$ cat src/rtl/lif_neuron_array.sv
// Array of leaky integrate-and-fire neurons: event integration while idle, one-neuron-per-cycle timestep sweep.
// Optional per-neuron refractory counters are enabled by defining NEURON_REFRACTORY_EN.
module lif_neuron_array #(
    parameter int NUM_NEURONS  = 5,
    parameter int DATA_W       = 8,
    parameter int IDX_W        = 3,
    parameter int REFRAC_STEPS = 2
) (
    input  logic                     clock,
    input  logic                     reset,
    input  logic                     in_valid,
    output logic                     in_ready,
    input  logic [IDX_W-1:0]         in_idx,
    input  logic signed [DATA_W-1:0] in_weight,
    input  logic                     step_i,
    input  logic [DATA_W-1:0]        beta,
    input  logic signed [DATA_W-1:0] v_th,
    input  logic                     reset_mode,
    output logic                     busy_o,
    output logic                     spike_valid,
    output logic [IDX_W-1:0]         spike_idx,
    output logic                     done_o
);

    localparam logic [0:0] ST_IDLE  = 1'b0;
    localparam logic [0:0] ST_SWEEP = 1'b1;

    localparam int PW = 2 * DATA_W + 1;
    localparam logic [IDX_W-1:0] LAST_IDX = IDX_W'(NUM_NEURONS - 1);
    localparam logic [IDX_W:0]   NUM_N    = (IDX_W + 1)'(NUM_NEURONS);
    localparam logic signed [DATA_W+1:0] SAT_MAX = (DATA_W + 2)'((2 ** (DATA_W - 1)) - 1);
    localparam logic signed [DATA_W+1:0] SAT_MIN = (DATA_W + 2)'(-(2 ** (DATA_W - 1)));

    function automatic logic signed [DATA_W-1:0] f_sat(input logic signed [DATA_W+1:0] x);
        if (x > SAT_MAX)
            return {1'b0, {(DATA_W-1){1'b1}}};
        else if (x < SAT_MIN)
            return {1'b1, {(DATA_W-1){1'b0}}};
        else
            return x[DATA_W-1:0];
    endfunction

    logic [0:0]               r_state;
    logic [IDX_W-1:0]         r_cnt;
    logic signed [DATA_W-1:0] r_mem [NUM_NEURONS];
    logic [DATA_W-1:0]        r_beta;
    logic signed [DATA_W-1:0] r_vth;
    logic                     r_mode;

    logic signed [DATA_W-1:0] w_v;
    logic signed [PW-1:0]     w_v_ext;
    logic signed [PW-1:0]     w_b_ext;
    logic signed [PW-1:0]     w_prod;
    logic signed [DATA_W:0]   w_leak;
    logic signed [DATA_W+1:0] w_sub;
    logic signed [DATA_W+1:0] w_sum;
    logic                     w_idx_ok;
    logic                     w_in_blk;
    logic                     w_cur_ref;
    logic                     w_fire;

    assign in_ready = (r_state == ST_IDLE);
    assign busy_o   = (r_state == ST_SWEEP);

    // Leak: full-width signed product, keeping the upper bits is an arithmetic shift (floor).
    assign w_v     = r_mem[r_cnt];
    assign w_v_ext = PW'(w_v);
    assign w_b_ext = PW'($signed({1'b0, r_beta}));
    assign w_prod  = w_v_ext * w_b_ext;
    assign w_leak  = w_prod[PW-1:DATA_W];
    assign w_sub   = (DATA_W + 2)'(w_leak) - (DATA_W + 2)'(r_vth);
    assign w_fire  = (w_leak >= (DATA_W + 1)'(r_vth)) && !w_cur_ref;

    assign w_sum    = (DATA_W + 2)'(r_mem[in_idx]) + (DATA_W + 2)'(in_weight);
    assign w_idx_ok = ({1'b0, in_idx} < NUM_N);

`ifdef NEURON_REFRACTORY_EN
    localparam int RW = (REFRAC_STEPS > 0) ? $clog2(REFRAC_STEPS + 1) : 1;
    logic [RW-1:0] r_ref [NUM_NEURONS];

    assign w_in_blk  = (r_ref[in_idx] != '0);
    assign w_cur_ref = (r_ref[r_cnt] != '0);

    always_ff @(posedge clock) begin
        if (reset) begin
            for (int n = 0; n < NUM_NEURONS; n++) r_ref[n] <= '0;
        end else if (r_state == ST_SWEEP) begin
            if (w_cur_ref)
                r_ref[r_cnt] <= r_ref[r_cnt] - RW'(1);
            else if (w_fire)
                r_ref[r_cnt] <= RW'(REFRAC_STEPS);
        end
    end
`else
    assign w_in_blk  = 1'b0;
    assign w_cur_ref = 1'b0;
`endif

    // Sweep parameters are captured once so mid-sweep input changes cannot disturb it.
    always_ff @(posedge clock) begin
        if (r_state == ST_IDLE && step_i) begin
            r_beta <= beta;
            r_vth  <= v_th;
            r_mode <= reset_mode;
        end
    end

    always_ff @(posedge clock) begin
        if (reset) begin
            r_state     <= ST_IDLE;
            r_cnt       <= '0;
            spike_valid <= 1'b0;
            spike_idx   <= '0;
            done_o      <= 1'b0;
            for (int n = 0; n < NUM_NEURONS; n++) r_mem[n] <= '0;
        end else begin
            spike_valid <= 1'b0;
            done_o      <= 1'b0;
            if (r_state == ST_IDLE) begin
                if (in_valid && w_idx_ok && !w_in_blk)
                    r_mem[in_idx] <= f_sat(w_sum);
                if (step_i) begin
                    r_state <= ST_SWEEP;
                    r_cnt   <= '0;
                end
            end else begin
                if (w_fire) begin
                    r_mem[r_cnt] <= r_mode ? f_sat(w_sub) : '0;
                    spike_valid  <= 1'b1;
                    spike_idx    <= r_cnt;
                end else begin
                    r_mem[r_cnt] <= f_sat((DATA_W + 2)'(w_leak));
                end
                if (r_cnt == LAST_IDX) begin
                    r_state <= ST_IDLE;
                    r_cnt   <= '0;
                    done_o  <= 1'b1;
                end else begin
                    r_cnt <= r_cnt + IDX_W'(1);
                end
            end
        end
    end

endmodule

$ cat config.mk
export PLATFORM = sky130hd
export DESIGN_NAME = lif_neuron_array
export DESIGN_NICKNAME = d
export VERILOG_FILES = /design/src/rtl/lif_neuron_array.sv
export SDC_FILE = /design/constraint.sdc
export NUM_CORES = 1
export LEC_CHECK = 0
export BUFFER_PORTS_ARGS = -buffer_cell sky130_fd_sc_hd__clkbuf_2
export CAP_MARGIN = 0
export CELL_PAD_IN_SITES_DETAIL_PLACEMENT = 1
export CELL_PAD_IN_SITES_GLOBAL_PLACEMENT = 1
export CORE_ASPECT_RATIO = 2
export CORE_UTILIZATION = 52
export CTS_BUF_LIST = sky130_fd_sc_hd__clkbuf_8
export DETAILED_ROUTE_END_ITERATION = 10
export GPL_TIMING_DRIVEN = 0
export PLACE_DENSITY = 0.85
export SLEW_MARGIN = 0
export SYNTH_ARGS = -nofsm -noshare
export SYNTH_HDL_FRONTEND = slang
export SYNTH_SLANG_ARGS = --single-unit
$ cat constraint.sdc
create_clock -name clock -period 9 [get_ports clock]
set_clock_uncertainty 0.15 [all_clocks]
set_input_delay 0.45 -clock clock [delete_from_list [all_inputs] [get_ports clock]]
set_output_delay 0.45 -clock clock [all_outputs]
set_load 0.005 [all_outputs]
==> summary.md, run 1 <==
| Metric | Value |
|---|---|
| Buf/Inv on CP | 3 |
| Leakage power | 3.48 nW |
| Fin crit period | 8.75 ns |
| Hold-fix buffers, CTS | 0 |
| Worst path max stage delay | 0.99 ns |
| CP cell instances | mux2i_1, nand2b_1, fa_1, fa_1, inv_1, fa_1, inv_1, fa_1, inv_1, ha_1, a21oi_1, o211ai_1, a221o_1, a21oi_1, xnor2_1, ha_1, a211oi_2, o211ai_1, nand2_1, and2_1, o21ai_4, a211oi_2, a21boi_1 |
| Final setup fails | 0 |
| Pins over their slew limit | 0 |
| Drt pass-1 iters | 4 |
| Final Power | about 2.2 mW |
| Final Core Density | 60.0% |
| CP top delay family | adder cells |
| WP data arrival | slightly below 9 ns |
| Worst hold-check path type | input pin to register |
| Netlist Area Pre-Place | 7720 um^2 |
| Clock insertion delay at the later pin of the skew report | about 0.40 ns |
| Total core area | roughly 14000 um^2 |
| Library cells used by synthesis | 64 |
| Worst ir drop on vdd | 0.137 mV |
| Fin nets | approximately 900 |
| HPWL Detailed | between 15000 and 20000 um |
| Most frequent CP cell | fa_1 |
| Crit share post-route | between 90% and 100% |
| Row count | between 60 and 70 |
| Total die area | around 15000 um^2 |
| Fin cells | roughly 960 |
| Crit Path Max Fanout | 8 |
| Mapped Avg Cell Area | between 10 and 15 um^2 |
| DRC Markers | 0 |
| Clk root buf | clkbuf_8 |
| Vias per inst | ~6.4 |
| Total CTS buffers | 9 |
| IO Port Bufs | 37 |
| Hold Slack | 0.0691 ns |
| Die Y | around 170 um |
| PwrDens | roughly 250 nW/um^2 |
| Share of post-route cells with drive strength above 1 | roughly a fifth |
| Design Area, Final | 8660 um^2 |
| Asr flop ratio synth | 0% |
| Initial DRC Count | around 300 |
| Yosys reg bits | slightly above 90 |
| Dpl cell area | between 8000 and 9000 um^2 |
| ANT nets after route | 0 |
| Setup crit start kind | register |
| Crit path required time | 8.95 ns |
| Placed cells | 938 |
| Fin. Hold Viols | 0 |
| Synth warn | 0 |
| RSZ-0062 raised after global routing | yes |
| H-tree depth | 3 |
| Vias in the first global route | 7043 |
| Mapped Nets | approximately 840 |
| Post-synth EDFFs | 81 |
| Vias | 6207 |
| # clock sinks | just over 90 |
| Synthesized instance count | 708 |
| Crit. End Element | register |
| Average wire per standard cell | around 26 um |
| GRT Resource Usage Total | roughly a third |
| CTS tree | built |
| Status | completed |
| Max-Slew Margin vs Limit | roughly a third |
| Post-synthesis sequential area ratio | 34.6% |
| Synthesis-to-finish area growth | 12.2% |
| Worst setup margin | around 0.25 ns |
| Max_cap viols | 0 |
| Ys flop type | edfxtp_1 |
| Global route overflow | 0 |
| Worst-path clk slew | about 0.10 ns |
| Slowest stage cell, crit path | dfxtp_1 |
| Initial antenna violation count | 0 |
| Routability cong. | 0.977 |
| Slew @ Worst Pin | between 0.9 and 1 ns |
| Worst-case clock buffer depth | 2 |
| Setup TNS | 0 ns |
| CP Class | register to register |
| ANT cells | 0 |
| Largest net degree at the start of global routing | 18 |
| Die Wd | 88.2 um |
| Final WL | 24800 um |
| First-pass GRT wire length | 37700 um |
| Initial cell density of the core | a little over half |
| Worst slack, placed | -1.11 ns |
| Fmax | about 0.11 GHz |
| Ports | 39 |
kinds of logic (layout without fill, tap and decap cells):
group	count (synthesis)	in the layout	synth area share (%)
adders and majority gates	97	97	19.3
buffers and inverters	82	145	4.12
muxes	50	50	11.8
DFF	93	93	34.6
xor gates and xnor gates	17	17	2.12
AOI/OAI and AO/OA	147	147	12.7
and+or+nand+nor	222	222	15.3
timing repair:
item                       CTS  global route
pin swaps                    1             7
setup endpoints to repair   64            53
gates resized for setup     21            14
buffers inserted             2            10
cell usage in the layout, fill, tap and decap left out, drive strengths merged, types with 8 or more instances in the layout:
| master | netlist | final |
|---|---|---|
| a211oi | 12 | 12 |
| a21boi | 8 | 8 |
| a21oi | 58 | 58 |
| a31oi | 8 | 8 |
| and3 | 10 | 10 |
| buf | 6 | 19 |
| clkbuf | 13 | 57 |
| dfxtp | 12 | 12 |
| edfxtp | 81 | 81 |
| fa | 37 | 37 |
| ha | 60 | 60 |
| inv | 63 | 65 |
| mux2 | 8 | 8 |
| mux2i | 10 | 10 |
| mux4 | 32 | 32 |
| nand2 | 48 | 48 |
| nand2b | 24 | 24 |
| nand3 | 12 | 12 |
| nor2 | 39 | 39 |
| nor2b | 42 | 42 |
| nor3 | 11 | 11 |
| o211ai | 10 | 10 |
| o21ai | 19 | 19 |
| xnor2 | 10 | 10 |
layout make-up:
class / instances / area [um^2]
buffer: 16 / 73.8
clock buffer: 10 / 138
clock inverter: 6 / 62.6
fill: 1563 / 5770
inverter: 63 / 236
multi-input combinational: 533 / 4920
sequential: 93 / 2670
tap: 192 / 240
timing repair buffer: 50 / 315
power by group:
group	internal [mW]	switching (mW)
clock network	0.136	0.164
logic	0.519	0.866
registers	0.504	0.0171
routing by layer:
metal / track usage (%) / routed length, um / vias to the layer above
met4: 28.5 / 2250 / 0
li1: - / - / 2714
met3: 4.70 / 835 / 102
met5: 0 / 0 / -
met1: 30.1 / 7520 / 3179
met2: 64.0 / 14100 / 212
worst paths after layout:
kind,startpoint,end,slack [ns],depth (start not counted)
max,register,r_mem[5][4]$_DFFE_PP_,0.25,23
max reg2reg,register,r_mem[5][4]$_DFFE_PP_,0.25,23
min reg2reg,spike_idx[2]$_SDFFE_PP0P_,spike_idx[2]$_SDFFE_PP0P_,0.31,2
min,beta[4],r_beta[4]$_DFFE_PP_,0.07,1
registers in the layout (all words and copies together) (netlist names), named ones only:
name         cells
r_mem           64
r_beta           8
r_vth            8
r_cnt            3
spike_idx        3
busy_o           1
done_o           1
r_mode           1
spike_valid      1
cells in the mapped netlist (4+ instances only):
library cell | instances | share of area, %
mux2i_1 | 10 | 1.3
a21boi_1 | 5 | 0.49
o211ai_1 | 10 | 0.97
edfxtp_1 | 81 | 32
nor2_1 | 39 | 1.9
a211oi_1 | 6 | 0.58
ha_1 | 60 | 9.7
o21ai_0 | 12 | 0.78
xor2_1 | 5 | 0.57
a31oi_1 | 8 | 0.65
nand3_1 | 12 | 0.78
nor3_1 | 11 | 0.71
o21ai_1 | 6 | 0.39
a211oi_2 | 5 | 0.81
or2_2 | 5 | 0.41
dfxtp_1 | 12 | 3.1
nand3b_1 | 5 | 0.49
and3_1 | 10 | 0.81
nand2_1 | 48 | 2.3
xnor2_1 | 10 | 1.1
and2_1 | 7 | 0.57
a32oi_1 | 4 | 0.45
inv_1 | 63 | 3.1
nor2b_1 | 42 | 3.4
mux4_2 | 32 | 9.3
o21a_1 | 5 | 0.49
a21oi_1 | 58 | 3.8
clkbuf_1 | 13 | 0.63
mux2_2 | 8 | 1.2
fa_1 | 37 | 9.6
nand2b_1 | 24 | 1.9
nand4_1 | 4 | 0.32
Note: power is estimated with default switching activity, not from simulation.
==> run 2, diff against run 1 <==
Settings changed: GPL_TIMING_DRIVEN 0 to default, HOLD_SLACK_MARGIN from default to 0.15.
==> run 2 against run 1 <==
- setup slack better by 0.065 ns
- clock power up 17%
- largest power group unchanged
- core utilization down 0.22 points
- critical path type unchanged
- cell area down 0.36%
- largest cell class unchanged
- routed wire length up 1.7%
- total power down 2.9%
- count of clock-buffer cells in the layout down 1
- highest routed layer unchanged
- first-iteration DRC count up 4.7%
- via count about the same
- sequential share of layout area up 0.098 points
==> summary.md, run 2 (synthesis results as in run 1) <==
| Metric | Value |
|---|---|
| Vias per inst | approximately 6.4 |
| Vias | between 6000 and 7000 |
| Final Core Density | 59.8% |
| Worst path max stage delay | around 0.64 ns |
| Most common cell after layout, fill and taps aside | edfxtp_1 |
| Total die area | between 15000 and 20000 um^2 |
| Most flop-heavy register | r_mem |
| Setup crit start kind | register |
| Final WL | 25200 um |
| CP cell instances | buf_4, mux4_2, mux2i_2, nand2b_1, fa_1, fa_1, inv_1, fa_1, inv_1, fa_1, inv_1, ha_1, a21oi_1, o211ai_1, a221o_1, xor2_1, ha_1, o21a_1, o21a_1, o22ai_2, xor2_2, o21ai_2, a32oi_1, a21boi_0 |
| First-pass GRT wire length | around 38000 um |
| Die Y | between 150 and 200 um |
| # clock sinks | a little over 90 |
| Most frequent cells in the layout | 81 x edfxtp_1, 64 x inv_1, 60 x ha_1, 58 x a21oi_1, 48 x nand2_1 |
| Average wire per standard cell | between 20 and 30 um |
| HPWL Detailed | approximately 19000 um |
| Slowest stage cell, crit path | a32oi_1 |
| Max reg flops | between 60 and 70 |
| Max_cap viols | 0 |
| Fin nets | 897 |
| Drt pass-1 iters | 5 |
| R2r setup slk | about 0.31 ns |
| CP top delay family | adder cells |
| H-tree depth | 3 |
| Row count | slightly above 60 |
| RSZ-0062 raised after global routing | no |
| CTS tree | built |
| DRC Markers | 0 |
| ANT cells | 0 |
| Share of post-route cells with drive strength above 1 | 17.2% |
| Leakage power | between 3 and 4 nW |
| Most frequent CP cell | fa_1 |
| RR Endpoint | r_mem[6][5]$_DFFE_PP_ |
| Synthesis-to-finish area growth | 11.8% |
| Worst-path clk slew | ~0.10 ns |
| Fmax | around 0.12 GHz |
| Setup TNS | 0 ns |
| Max-Slew Margin vs Limit | between 20% and 30% |
| Buf/Inv on CP | 4 |
| Worst Hold Launch | step_i |
| Crit share post-route | 96.5% |
| Fillers | ~1600 |
| Crit. End Element | register |
| Initial DRC Count | between 300 and 400 |
| Vias in the first global route | 6970 |
| Global route overflow | 0 |
| Clk root buf | clkbuf_8 |
| Initial cell density of the core | 53.5% |
| Worst ir drop on vdd | between 0.1 and 0.15 mV |
| Fin. Hold Viols | 0 |
| PwrDens | around 250 nW/um^2 |
| Total core area | 14400 um^2 |
| Initial antenna violation count | 0 |
| CP Class | register to register |
| ANT nets after route | 0 |
| Slew @ Worst Pin | about 1.2 ns |
| R2r worst-path depth | 24 |
| Die Wd | a little under 90 um |
| Total CTS buffers | 9 |
| Final setup fails | 0 |
| WP data arrival | between 8 and 9 ns |
| GRT Resource Usage Total | 34.7% |
| Largest regs | r_mem (64), r_beta (8), r_vth (8) |
| Hold Path Depth | 4 |
| Largest net degree at the start of global routing | 22 |
| IO Port Bufs | 38 |
| Fin crit period | 8.69 ns |
| Status | completed |
| Ports | 39 |
| Clock insertion delay at the later pin of the skew report | between 0.3 and 0.4 ns |
| Crit path required time | ~9 ns |
| Worst hold-check path type | input pin to register |
| Worst-case clock buffer depth | 2 |
| Crit Path Max Fanout | 16 |
| Final Power | roughly 2.1 mW |
| Pins over their slew limit | 0 |
| Routability cong. | approximately 0.92 |
==> run 2: area by class of cell <==
type | instances | area (um^2) | area share, %
inverters | 63 | 236 | 2.74
flip-flops and latches | 93 | 2670 | 31.0
clock buffers | 9 | 124 | 1.44
repair buffers | 68 | 470 | 5.45
well taps | 192 | 240 | 2.79
clock inverters | 7 | 120 | 1.39
multi-input cells | 533 | 4760 | 55.2
==> run 2: how the worst max path moves through the flow <==
stage,start,to,slack (ns),cells after the start
final,register,r_mem[6][5]$_DFFE_PP_,0.31,24
after global placement,register,r_mem[5][5]$_DFFE_PP_,0.43,24
after floorplan,register,r_mem[0][2]$_SDFFCE_PN0P_,1.16,28
after detailed placement,register,r_mem[5][5]$_DFFE_PP_,0.14,24
after global routing,register,r_mem[7][6]$_DFFE_PP_,0.02,25
after CTS,register,r_mem[6][3]$_DFFE_PP_,0.05,24
==> run 2: worst min-delay path, stage by stage <==
cell and delay (ns):
clkbuf_2 0.11, nor3_1 0.05, a21oi_1 0.11, nor2_1 0.06
==> run 2: per-layer routing <==
metal  track usage [%]  wire (um)  up-vias
met5                 0          0        -
li1                  -          -     2718
met4              27.8       2290        0
met3              4.89       1190      138
met2              63.0      13800      259
met1              33.1       7860     3086
==> run 2: what timing repair did <==
| item | 4_1_cts | 5_1_grt |
|---|---|---|
| hold buffers | 17 | 0 |
| hold endpoints to repair | 17 | 0 |
| gates resized for setup | 0 | 7 |
| endpoints found under the setup margin | 0 | 41 |
| buffers inserted | 0 | 2 |
==> run 2: through the flow <==
step           instance area, um^2  std cells  hold WS (ns)  setup slack [ns]
6_report                      8630        965         0.286             0.313
5_1_grt                       8630        965         0.307            0.0164
4_1_cts                       8570        963         0.277            0.0503
3_5_place_dp                  8150        930         0.308             0.144
3_3_place_gp                  8150        930         0.296             0.431
2_1_floorplan                 7720        708         0.303              1.16
==> run 2: power breakdown <==
group | internal [mW] | switching, mW
combinational | 0.456 | 0.814
clock | 0.186 | 0.166
sequential | 0.504 | 0.0169
==> run 3, diff against run 2 <==
Settings changed: REMOVE_ABC_BUFFERS from default to 1.
==> run 3 against run 2 <==
- non-clock buffer count shrank 3
- combinational power shrank 5%
- hold slack lost 0.0082 ns
- total power shrank 6.8%
- sequential power is essentially flat
- routed wire length shrank 5.2%
- critical endpoint is now r_mem[4][4]$_SDFFCE_PN0P_
- largest power group unchanged
==> summary.md, run 3 (synthesis results as in run 1) <==
| Metric | Value |
|---|---|
| Status | completed |
| Placed cells | 929 |
| CP Class | register to register |
| Max reg flops | 64 |
| Comb pwr share | between 60% and 70% |
| P_int | ~1.1 mW |
| # Post-CTS Setup Buffers | 0 |
| Sw power | 0.941 mW |
| Worst-case clock buffer depth | 2 |
| Global route overflow | 0 |
| Sequential power share | a little over a quarter |
| Vias in the first global route | around 7000 |
| Crit path required time | 8.93 ns |
| Share of post-route cells with drive strength above 1 | between 10% and 20% |
| Final setup fails | 0 |
| Setup TNS | 0 ns |
| First-pass GRT wire length | around 37000 um |
| HPWL Detailed | 18900 um |
| Initial DRC Count | 308 |
| Max-Slew Margin vs Limit | between 20% and 30% |
| Crit share post-route | 94.7% |
| Fin cells | about 960 |
| Routability cong. | 0.937 |
| Leakage power | between 3 and 4 nW |
| ANT cells | 0 |
| Hold Path Depth | 4 |
| Ports | 39 |
| Slew @ Worst Pin | between 1 and 1.5 ns |
| Fin crit period | approximately 8.5 ns |
| Clk root buf | clkbuf_8 |
| RR Endpoint | r_mem[4][4]$_SDFFCE_PN0P_ |
| Synthesis-to-finish area growth | 10.2% |
| Fin. Hold Viols | 0 |
| Initial antenna violation count | 0 |
| IO Port Bufs | 38 |
| Most common cell after layout, fill and taps aside | edfxtp_1 |
| Switching Share | between 40% and 50% |
| Die Wd | just under 90 um |
| Worst ir drop on vdd | between 0.1 and 0.15 mV |
| Most flop-heavy register | r_mem |
| Setup crit start kind | register |
| CTS tree | built |
| Row count | 62 |
| RSZ-0062 raised after global routing | no |
| Worst hold-check path type | input pin to register |
| Most frequent cells in the layout | 81 x edfxtp_1, 64 x inv_1, 60 x ha_1, 58 x a21oi_1, 48 x nand2_1 |
| Fmax | 0.117 GHz |
| Total CTS buffers | 9 |
| Largest regs | r_mem (64), r_beta (8), r_vth (8) |
| Crit Path Max Fanout | 16 |
| H-tree depth | 3 |
| ANT nets after route | 0 |
| Drt pass-1 iters | 5 |
| GRT Resource Usage Total | ~34% |
| WP data arrival | between 8 and 9 ns |
| Fin nets | between 800 and 900 |
| DRC Markers | 0 |
| PwrDens | about 230 nW/um^2 |
| Total core area | 14400 um^2 |
| Fillers | roughly 1600 |
| Worst-path clk slew | 0.09 ns |
| Final WL | about 24000 um |
| Die Y | ~170 um |
| Vias per inst | around 6.3 |
| Largest net degree at the start of global routing | 22 |
| Worst Hold Launch | step_i |
| Average wire per standard cell | 24.8 um |
| Pins over their slew limit | 0 |
| Hold EP | r_cnt[1]$_SDFFE_PP0N_ |
| Total die area | 15400 um^2 |
| R2r worst-path depth | 25 |
| Crit. End Element | register |
| Initial cell density of the core | between 50% and 60% |
| Clock insertion delay at the later pin of the skew report | 0.39 ns |
| Vias | between 6000 and 7000 |
| Clock Power Share | roughly an eighth |
| # clock sinks | 93 |
| R2r setup slk | 0.48 ns |
| Max_cap viols | 0 |
==> run 3: cell types whose count changed in the layout (fill, tap and decap cells not counted), moves of 2 or more <==
| cell | change |
|---|---|
| clkinv_2 | +2 |
| bufinv_16 | -3 |
| a21boi_1 | +3 |
| a21boi_0 | -3 |
| buf_4 | -2 |
==> run 3: how the worst max path moves through the flow <==
| stage | startpoint | cells after the start | slack, ns | end |
|---|---|---|---|---|
| finish | register | 25 | 0.48 | r_mem[4][4]$_SDFFCE_PN0P_ |
| global route | register | 24 | 0.03 | r_mem[6][5]$_DFFE_PP_ |
| CTS | register | 24 | 0.40 | r_mem[7][3]$_DFFE_PP_ |
| detailed placement | register | 24 | 0.43 | r_mem[6][5]$_DFFE_PP_ |
| global placement | register | 25 | 0.67 | r_mem[6][5]$_DFFE_PP_ |
| floorplan | register | 24 | 0.95 | r_mem[5][5]$_DFFE_PP_ |
==> run 3: layout make-up <==
cell class	count	area, um^2	share of cell area (%)
Multi-Input combinational cell	533	4750	55.8
Tap cell	192	240	2.83
Clock inverter	7	48.8	0.574
Inverter	63	236	2.78
Sequential cell	93	2670	31.4
Clock buffer	9	124	1.46
Timing Repair Buffer	65	435	5.12
==> run 3: worst max-delay path: stages, from the launching register on <==
cell and delay (ns):
dfxtp_1 0.32, buf_4 0.31, mux4_2 0.56, mux2i_1 0.29
buf_4 0.23, nand2b_1 0.13, fa_1 0.44, fa_1 0.54
inv_1 0.05, fa_1 0.53, inv_1 0.06, fa_1 0.56
inv_1 0.06, ha_1 0.34, a21oi_1 0.23, o211ai_1 0.22
a221o_1 0.37, a21oi_1 0.18, xnor2_1 0.16, ha_1 0.36
a211oi_2 0.25, o211ai_1 0.19, o21ai_1 0.65, a21oi_1 0.21
a211oi_2 0.57, a21oi_1 0.25
==> run 3: through the flow <==
stage / cell area [um^2] / hold WS, ns / utilization [%] / power, mW / worst slack [ns]
floorplan: 7640 / 0.297 / - / 1.35 / 0.950
global route: 8500 / 0.325 / 58.9 / 2.13 / 0.0328
detailed placement: 8150 / 0.310 / 56.5 / 1.71 / 0.428
CTS: 8490 / 0.268 / 58.8 / 1.98 / 0.399
global placement: 8150 / 0.297 / 56.5 / 1.64 / 0.666
finish: 8500 / 0.278 / 58.9 / 2.00 / 0.477
==> run 3: metal layers <==
layer | up-vias | wire, um | track usage (%) | part of all wire [%]
met5 | - | 0 | 0 | 0
met4 | 0 | 2080 | 27.6 | 8.7
li1 | 2709 | - | - | -
met2 | 183 | 13200 | 60.4 | 55
met1 | 3079 | 7750 | 32.3 | 32
met3 | 110 | 826 | 4.94 | 3.5
==> run 3: power groups by stage <==
stage / Combinational (mW) / Sequential [mW] / Clock [mW]
3_3_place_gp: 1.12 / 0.527 / 0
4_1_cts: 1.19 / 0.520 / 0.267
6_report: 1.21 / 0.521 / 0.264
3_5_place_dp: 1.18 / 0.530 / 0
2_1_floorplan: 0.826 / 0.524 / 0
5_1_grt: 1.33 / 0.522 / 0.278
==> run 3: repair_timing <==
| action | in CTS | in global routing |
|---|---|---|
| setup endpoints to repair | 0 | 13 |
| endpoints found under the hold margin | 17 | 0 |
| resized for setup | 0 | 4 |
| hold buffers | 17 | 0 |
